$ cat config.mk
export PLATFORM = sky130hd
export DESIGN_NAME = ff_conv_bank_flat
export DESIGN_NICKNAME = d
export VERILOG_FILES = /design/src/rtl/ff_conv_pkg.sv /design/src/rtl/ff_conv_bank_if.sv /design/src/rtl/ff_conv_cell.sv /design/src/rtl/ff_conv_bank.sv /design/src/flat_wrapper.sv
export SDC_FILE = /design/constraint.sdc
export NUM_CORES = 1
export LEC_CHECK = 0
export CORE_ASPECT_RATIO = 0.6
export CORE_MARGIN = 8
export CORE_UTILIZATION = 46
export DETAILED_ROUTE_END_ITERATION = 10
export PLACE_DENSITY = 0.81
export SKIP_LAST_GASP = 1
export SLEW_MARGIN = 20
export SYNTH_ARGS = -nofsm -noshare
export SYNTH_HDL_FRONTEND = slang
export SYNTH_SLANG_ARGS = --single-unit
$ cat constraint.sdc
create_clock -name clk -period 2.4 [get_ports clk]
set_input_delay 0.48 -clock clk [delete_from_list [all_inputs] [get_ports clk]]
set_output_delay 0.48 -clock clk [all_outputs]
set_load 0.01 [all_outputs]
$ cat src/rtl/ff_conv_pkg.sv
// Shared mode encoding for the configurable flip-flop bank.
package ff_conv_pkg;

    typedef logic [1:0] mode_t;

    localparam mode_t MODE_D  = 2'b00;
    localparam mode_t MODE_T  = 2'b01;
    localparam mode_t MODE_JK = 2'b10;
    localparam mode_t MODE_SR = 2'b11;

endpackage

$ cat src/rtl/ff_conv_bank_if.sv
// Control, data and status bundle between a host and the flip-flop bank.
interface ff_conv_bank_if
    import ff_conv_pkg::*;
#(
    parameter int WIDTH = 4,
    parameter int CNT_W = 8
);
    logic             cfg_we;
    mode_t            cfg_mode;
    logic             en;
    logic             load;
    logic [WIDTH-1:0] ld_val;
    logic [WIDTH-1:0] a;
    logic [WIDTH-1:0] b;
    logic             err_clr;
    logic [WIDTH-1:0] q;
    logic [WIDTH-1:0] qn;
    mode_t            mode;
    logic [WIDTH-1:0] sr_err;
    logic [CNT_W-1:0] chg_cnt;

    modport master (
        output cfg_we, cfg_mode, en, load, ld_val, a, b, err_clr,
        input  q, qn, mode, sr_err, chg_cnt
    );

    modport slave (
        input  cfg_we, cfg_mode, en, load, ld_val, a, b, err_clr,
        output q, qn, mode, sr_err, chg_cnt
    );
endinterface

$ cat src/rtl/ff_conv_cell.sv
// One flip-flop channel: D/T/JK/SR next-state function, load override,
// sticky illegal-SR flag and a flag telling the bank that q is about to change.
module ff_conv_cell
    import ff_conv_pkg::*;
(
    input  logic  clk,
    input  logic  rst_n,
    input  mode_t mode,
    input  logic  en,
    input  logic  load,
    input  logic  ld_val,
    input  logic  a,
    input  logic  b,
    input  logic  err_clr,
    input  logic  reset_val,
    output logic  q,
    output logic  sr_err,
    output logic  changes
);
    logic q_nxt;
    logic err_set;

    always_comb begin
        q_nxt = q;
        if (load) begin
            q_nxt = ld_val;
        end else if (en) begin
            unique case (mode)
                MODE_D:  q_nxt = a;
                MODE_T:  q_nxt = q ^ a;
                MODE_JK: q_nxt = (a & b) ? ~q : (a ? 1'b1 : (b ? 1'b0 : q));
                // S=R=1 is illegal and holds q
                MODE_SR: q_nxt = (a & b) ? q : (a ? 1'b1 : (b ? 1'b0 : q));
                default: q_nxt = q;
            endcase
        end
    end

    assign err_set = (mode == MODE_SR) && en && !load && a && b;
    assign changes = q_nxt ^ q;

    always_ff @(posedge clk or negedge rst_n) begin
        if (!rst_n) begin
            q      <= reset_val;
            sr_err <= 1'b0;
        end else begin
            q <= q_nxt;
            // a fresh illegal condition outranks a same-cycle clear
            if (err_set) begin
                sr_err <= 1'b1;
            end else if (err_clr) begin
                sr_err <= 1'b0;
            end
        end
    end
endmodule

$ cat src/rtl/ff_conv_bank.sv
// WIDTH-channel configurable flip-flop bank with a run-time mode register
// and a saturating count of cycles in which any channel changed.
module ff_conv_bank
    import ff_conv_pkg::*;
#(
    parameter int               WIDTH      = 4,
    parameter int               CNT_W      = 8,
    parameter logic [WIDTH-1:0] RESET_VAL  = '0,
    parameter mode_t            RESET_MODE = MODE_T
)(
    input logic            clk,
    input logic            rst_n,
    ff_conv_bank_if.slave  bus
);
    mode_t            mode_r;
    logic [WIDTH-1:0] q_vec;
    logic [WIDTH-1:0] err_vec;
    logic [WIDTH-1:0] chg_vec;
    logic [CNT_W-1:0] cnt_r;

    for (genvar i = 0; i < WIDTH; i++) begin : g_cell
        ff_conv_cell u_cell (
            .clk       (clk),
            .rst_n     (rst_n),
            .mode      (mode_r),
            .en        (bus.en),
            .load      (bus.load),
            .ld_val    (bus.ld_val[i]),
            .a         (bus.a[i]),
            .b         (bus.b[i]),
            .err_clr   (bus.err_clr),
            .reset_val (RESET_VAL[i]),
            .q         (q_vec[i]),
            .sr_err    (err_vec[i]),
            .changes   (chg_vec[i])
        );
    end

    // cells sample mode_r before this edge updates it, so a write takes effect next cycle
    always_ff @(posedge clk or negedge rst_n) begin
        if (!rst_n) begin
            mode_r <= RESET_MODE;
            cnt_r  <= '0;
        end else begin
            if (bus.cfg_we) begin
                mode_r <= bus.cfg_mode;
            end
            if ((|chg_vec) && (cnt_r != {CNT_W{1'b1}})) begin
                cnt_r <= cnt_r + CNT_W'(1);
            end
        end
    end

    assign bus.q       = q_vec;
    assign bus.qn      = ~q_vec;
    assign bus.mode    = mode_r;
    assign bus.sr_err  = err_vec;
    assign bus.chg_cnt = cnt_r;
endmodule

$ cat src/flat_wrapper.sv
// flat-port wrapper written by rule: the top's interface ports become plain ports
module ff_conv_bank_flat import ff_conv_pkg::*;
#(
    parameter int               WIDTH      = 4,
    parameter int               CNT_W      = 8,
    parameter logic [WIDTH-1:0] RESET_VAL  = '0,
    parameter mode_t            RESET_MODE = MODE_T
)
  (clk, rst_n, bus_cfg_we, bus_cfg_mode, bus_en, bus_load, bus_ld_val, bus_a, bus_b, bus_err_clr, bus_q, bus_qn, bus_mode, bus_sr_err, bus_chg_cnt);
  ff_conv_bank_if #(.WIDTH(WIDTH), .CNT_W(CNT_W)) bus_i ();
  input logic clk;
  input logic rst_n;
  input wire logic [$bits(bus_i.cfg_we)-1:0] bus_cfg_we;
  input wire logic [$bits(bus_i.cfg_mode)-1:0] bus_cfg_mode;
  input wire logic [$bits(bus_i.en)-1:0] bus_en;
  input wire logic [$bits(bus_i.load)-1:0] bus_load;
  input wire logic [$bits(bus_i.ld_val)-1:0] bus_ld_val;
  input wire logic [$bits(bus_i.a)-1:0] bus_a;
  input wire logic [$bits(bus_i.b)-1:0] bus_b;
  input wire logic [$bits(bus_i.err_clr)-1:0] bus_err_clr;
  output wire logic [$bits(bus_i.q)-1:0] bus_q;
  output wire logic [$bits(bus_i.qn)-1:0] bus_qn;
  output wire logic [$bits(bus_i.mode)-1:0] bus_mode;
  output wire logic [$bits(bus_i.sr_err)-1:0] bus_sr_err;
  output wire logic [$bits(bus_i.chg_cnt)-1:0] bus_chg_cnt;
  assign bus_i.cfg_we = bus_cfg_we;
  assign bus_i.cfg_mode = bus_cfg_mode;
  assign bus_i.en = bus_en;
  assign bus_i.load = bus_load;
  assign bus_i.ld_val = bus_ld_val;
  assign bus_i.a = bus_a;
  assign bus_i.b = bus_b;
  assign bus_i.err_clr = bus_err_clr;
  assign bus_q = bus_i.q;
  assign bus_qn = bus_i.qn;
  assign bus_mode = bus_i.mode;
  assign bus_sr_err = bus_i.sr_err;
  assign bus_chg_cnt = bus_i.chg_cnt;
  ff_conv_bank #(.WIDTH(WIDTH), .CNT_W(CNT_W), .RESET_VAL(RESET_VAL), .RESET_MODE(RESET_MODE)) u_core (.clk(clk), .rst_n(rst_n), .bus(bus_i));
endmodule
### Yosys cells after proc, flatten, opt, wreduce, memory -nomap -nowiden

Index checks and enable logic that the tools add are counted.

| cells by class | value |
|---|---|
| multiplexer cells | 33 |
| bitwise logic cells | 17 |
| add/sub/neg operators | 1 |
| reductions and logical operators | 18 |
| equal/unequal tests | 4 |

Operators with widths:

| cell | count |
|---|---|
| $mux 1 | 29 |
| $pmux 1 s4 | 4 |
| $logic_and 1x1->1 | 11 |
| $add 8x1->8 const B | 1 |
| $ne 8x8->1 const B | 1 |
| $reduce_bool 2->1 | 4 |
| $xor 1x1->1 | 8 |
| $and 1x1->1 | 4 |
| $eq 2x2->1 const B | 2 |
| $not 1->1 | 4 |
| $not 4->4 | 1 |
| $reduce_or 4->1 | 1 |
| $eq 2x1->1 const B | 1 |
| $logic_not 2->1 | 1 |
| $logic_not 1->1 | 1 |

| storage, ports and cells | value |
|---|---|
| input bits | 20 |
| register bits after elaboration | 18 |
| output and inout port bits | 22 |
| word-level logic and storage cells | 83 |

### Longest topological paths before layout

| depth | value |
|---|---|
| depth in word-level cells | 9 |
| mapped depth | 8 |
| gate-level depth less buffers | 7 |

### Worst setup path before layout

Ideal clock, no wire load.

| path | value |
|---|---|
| path type | in2reg |
| start point | input port bus_en |
| end point | register u_core.cnt_r[1], in the netlist u_core.bus.chg_cnt[1] |
| buffers on the path | 1 |
| data arrival time | 1832 ps |
| setup slack | 443 ps |
| cell stages on the path | 7 |
| cells stage by stage | buf_6 and2b_2 a32oi_1 o21ai_1 a311oi_2 a32oi_2 mux2_4 |

| on the way | value |
|---|---|
| cells in the longest elaborated chain, start to end | 5 |
| elaborated cells on any way between the ends | 14 |
| those cells by class | 8 x mux; 4 x bitwise; 2 x reduce/logical |

Ends and longest elaborated chain:

| item | line | text |
|---|---|---|
| from (decl) | flat_wrapper.sv:15 | `input wire logic [$bits(bus_i.en)-1:0] bus_en;` |
| $mux 1 | ff_conv_cell.sv:27 | `end else if (en) begin` |
| $mux 1 | ff_conv_cell.sv:25 | `if (load) begin` |
| $xor 1x1->1 | ff_conv_cell.sv:40 | `assign changes = q_nxt ^ q;` |
| $reduce_or 4->1 * | ff_conv_bank.sv:48 | `if ((\|chg_vec) && (cnt_r != {CNT_W{1'b1}})) begin` |
| $logic_and 1x1->1 * | ff_conv_bank.sv:48 |  |
| to (signal assigned) | ff_conv_bank.sv:49 | `cnt_r <= cnt_r + CNT_W'(1);` |
| to (decl) | ff_conv_bank.sv:19 | `logic [CNT_W-1:0] cnt_r;` |

Every way passes the cells marked *; elsewhere a longest branch is shown, timed or not.
A chain may end at the register's enable or synchronous reset.

### Worst setup path in the final report

| path | value |
|---|---|
| start point | input port bus_ld_val[1] |
| end point | register u_core.cnt_r[1], in the netlist u_core.bus.chg_cnt[1] |

| on the way | value |
|---|---|
| cells in the longest elaborated chain, start to end | 4 |

Ends and longest elaborated chain:

| item | line | text |
|---|---|---|
| from (decl) | flat_wrapper.sv:17 | `input wire logic [$bits(bus_i.ld_val)-1:0] bus_ld_val;` |
| $mux 1 | ff_conv_cell.sv:25 |  |
| $xor 1x1->1 | ff_conv_cell.sv:40 |  |
| $reduce_or 4->1 | ff_conv_bank.sv:48 |  |
| $logic_and 1x1->1 | ff_conv_bank.sv:48 |  |

No other way between the ends.

==> metrics.yaml <==
slowest_stage: "clkdlybuf4s50_1"
h-tree-depth: 1
cp_top_family: "compound AO/OA/AOI/OAI gates"
die-area_um2: 4810
worstSetupEndpointType: "flop"
synth_nets: 168
drive_gt1_frac: 0.133
clock-sinks: 18
fp.dieW_um: 84.4
critPathRequiredTime_ns: 2.54
io_pins: 42
setup_tns_ns: 0
startpoint_type: "input pin"
fp.dieH_um: 57.0
setup.worst_path.class: "in2reg"
yosysSeqAreaShare: 0.350
drt-total-wl_mm: 3.73
fillCellCount: 228
portBuffers: 41
antenna_found_initial: 0
multi_input_area_um2: 692
max-vdd-ir-drop_mv: 0.349
min_path_type: "reg2reg"
cts_buffer_depth: 2
hpwl_mm: 2.86
max_freq_mhz: 447
p_leak_nw: 0.719
yosys-top-cells-area: "dfrtp_1 (33%), o22ai_1 (5.3%), buf_4 (5.2%), nand2_1 (5.2%), a21oi_1 (5.0%)"
outcome: "complete, no violations"
drtPass1Iterations: 4
rsz0062_at_grt: "false"
antenna_left: 0
grt_max_degree: 19
critPathBufInv: 1
row_count: 15
clock_latency_ns: 0.25
cts_tree: "built"
layout_common_cells: "clkdlybuf4s50_1 (41), nand2_1 (18), dfrtp_1 (17), a21oi_1 (13), buf_4 (13)"
worstMarginPinSlew_ns: 0.448
final_nets: 210
grt_pass1_vias: 1237
synthesis.area_um2: 1290
cts_buffers: 3
routed_via_density: 5.65
critPathMaxFanout: 7
cts_setup_buffers: 0
fin_area_um2: 1780
diodes: 0
core_um2: 2780
drtIter0Drc: 187
initial_core_util: 0.464
min_period_ns: 2.24
clkSlewWorstSetupHoldPaths_ns: 0.07
final_common_cell: "clkdlybuf4s50_1"
grt_use_total: 0.150
avgRoutedWirePerCell_um: 16.8
setup_viol: 0
yosysWarnings: 0
overflow: 0
dpl_worst_slack_ns: -0.0955
r2r_cells: 8
report.final.hold_viol_count: 0
max_stage_delay_ns: 0.44
min_period_over_period: 0.932
cp.arrival_ns: 2.38
synth_top_area_frac: 0.330
synth_cells: 147
skew_ns: 0.00193
p_per_area_nw_per_um2: 721
yosysUniqueCellTypes: 38
synth_edf_count: 0
vias: 1255
cp.depth: 7
syn_area_per_cell_um2: 8.78
async_flop_share: 1.00
drv_cap: 0
area_delta_synth_final_pct: 38.2
drc: 0
grt_pass1_wl_mm: 5.91
clockRootBuffer: "clkbuf_8"
place.gp.congestion: 0.937
setup_ws_ns: 0.164
p_total_mw: 1.29
synth-main-ff-cell: "dfrtp_1"
relSlewSlack: 0.701
yosys.area.top_type: "dfrtp_1"
worstPathCellList: "clkdlybuf4s50_1 > xor2_1 > o41ai_2 > o21ai_1 > a311oi_2 > a32oi_4 > mux2_4"
slew_violations: 0
seq_area_um2: 452
yosys_register_bits: 18
hold_depth: 1
post_dp_cell_area_um2: 1720
[per-stage QoR]
| step | utilization | instances | hold WS (ns) |
|---|---|---|---|
| 2_1_floorplan | - | 147 | 0.184 |
| 3_3_place_gp | 0.618 | 218 | 0.479 |
| 3_5_place_dp | 0.618 | 218 | 0.495 |
| 4_1_cts | 0.638 | 222 | 0.505 |
| 5_1_grt | 0.642 | 222 | 0.530 |
| 6_report | 0.642 | 222 | 0.509 |
[synth_stat cells (2+ instances only)]
master    instances
and3_1            2
nand4_1           4
o21ai_1           2
o22a_1            4
a21oi_1          13
o22ai_1          11
nand2_1          18
xor2_1            4
xnor2_1           6
nor2b_1           2
buf_4             9
dfrtp_1          17
inv_1             9
a211oi_1          2
a221o_1           2
buf_2             3
clkbuf_1          2
nand2b_1          4
mux2_2            2
o21ai_0           7
buf_6             3
nand3_1           5
[state kept, by name, summed over array words and instances (netlist names)]
| name | count |
|---|---|
| u_core.bus.chg_cnt | 8 |
| u_core.bus.mode | 2 |
| u_core.g_cell.u_cell.q | 4 |
| u_core.g_cell.u_cell.sr_err | 4 |
[final timing paths]
kind | start | endpoint | slack (ns)
worst min register to register | u_core.bus.chg_cnt[4] | u_core.bus.chg_cnt[4] | 0.51
min in group asynchronous | rst_n | u_core.g_cell[3].u_cell.sr_err | 0.56
worst min-delay path | u_core.bus.chg_cnt[4] | u_core.bus.chg_cnt[4] | 0.51
worst max register to register | u_core.bus.mode[0] | u_core.bus.chg_cnt[3] | 0.29
max in group asynchronous | rst_n | u_core.bus.mode[0] | 1.58
worst max-delay path | bus_ld_val[1] | u_core.bus.chg_cnt[1] | 0.16
[routing by layer]
layer	up-vias	track usage	wire [um]
met3	4	0.0515	376
met1	577	0.184	1610
met4	0	0.0327	51
met5	-	0	0
met2	69	0.249	1700
li1	605	-	-
[area by class of cell]
| cell class | instances | share of cell area |
|---|---|---|
| clock buffer | 4 | 0.0309 |
| inverter | 9 | 0.0189 |
| multi-input combinational | 103 | 0.388 |
| sequential | 18 | 0.253 |
| tap | 34 | 0.0239 |
| timing repair buffer | 54 | 0.285 |
[report_power, final]
group | total [mW] | internal, mW | switching (mW) | leakage, nW
registers | 0.487 | 0.379 | 0.108 | 0.225
logic | 0.550 | 0.315 | 0.235 | 0.466
clock network | 0.248 | 0.146 | 0.102 | 0.0288
total | 1.29 | 0.840 | 0.445 | 0.719
[what timing repair did]
action / 4_1_cts / 5_1_grt
resized for setup: 0 / 1
hold buffers: 0 / 0
endpoints found under the setup margin: 0 / 1
[logic make-up (layout without fill, tap and decap cells)]
family,after synthesis,in the layout,synth area share
compound gates,48,48,0.254
xor+xnor,10,10,0.0679
fa+ha+maj,1,1,0.00970
buf+inv,26,67,0.122
flops,18,18,0.350
mux,4,4,0.0378
simple gates,40,40,0.158
Note: power is estimated with default switching activity, not from simulation.
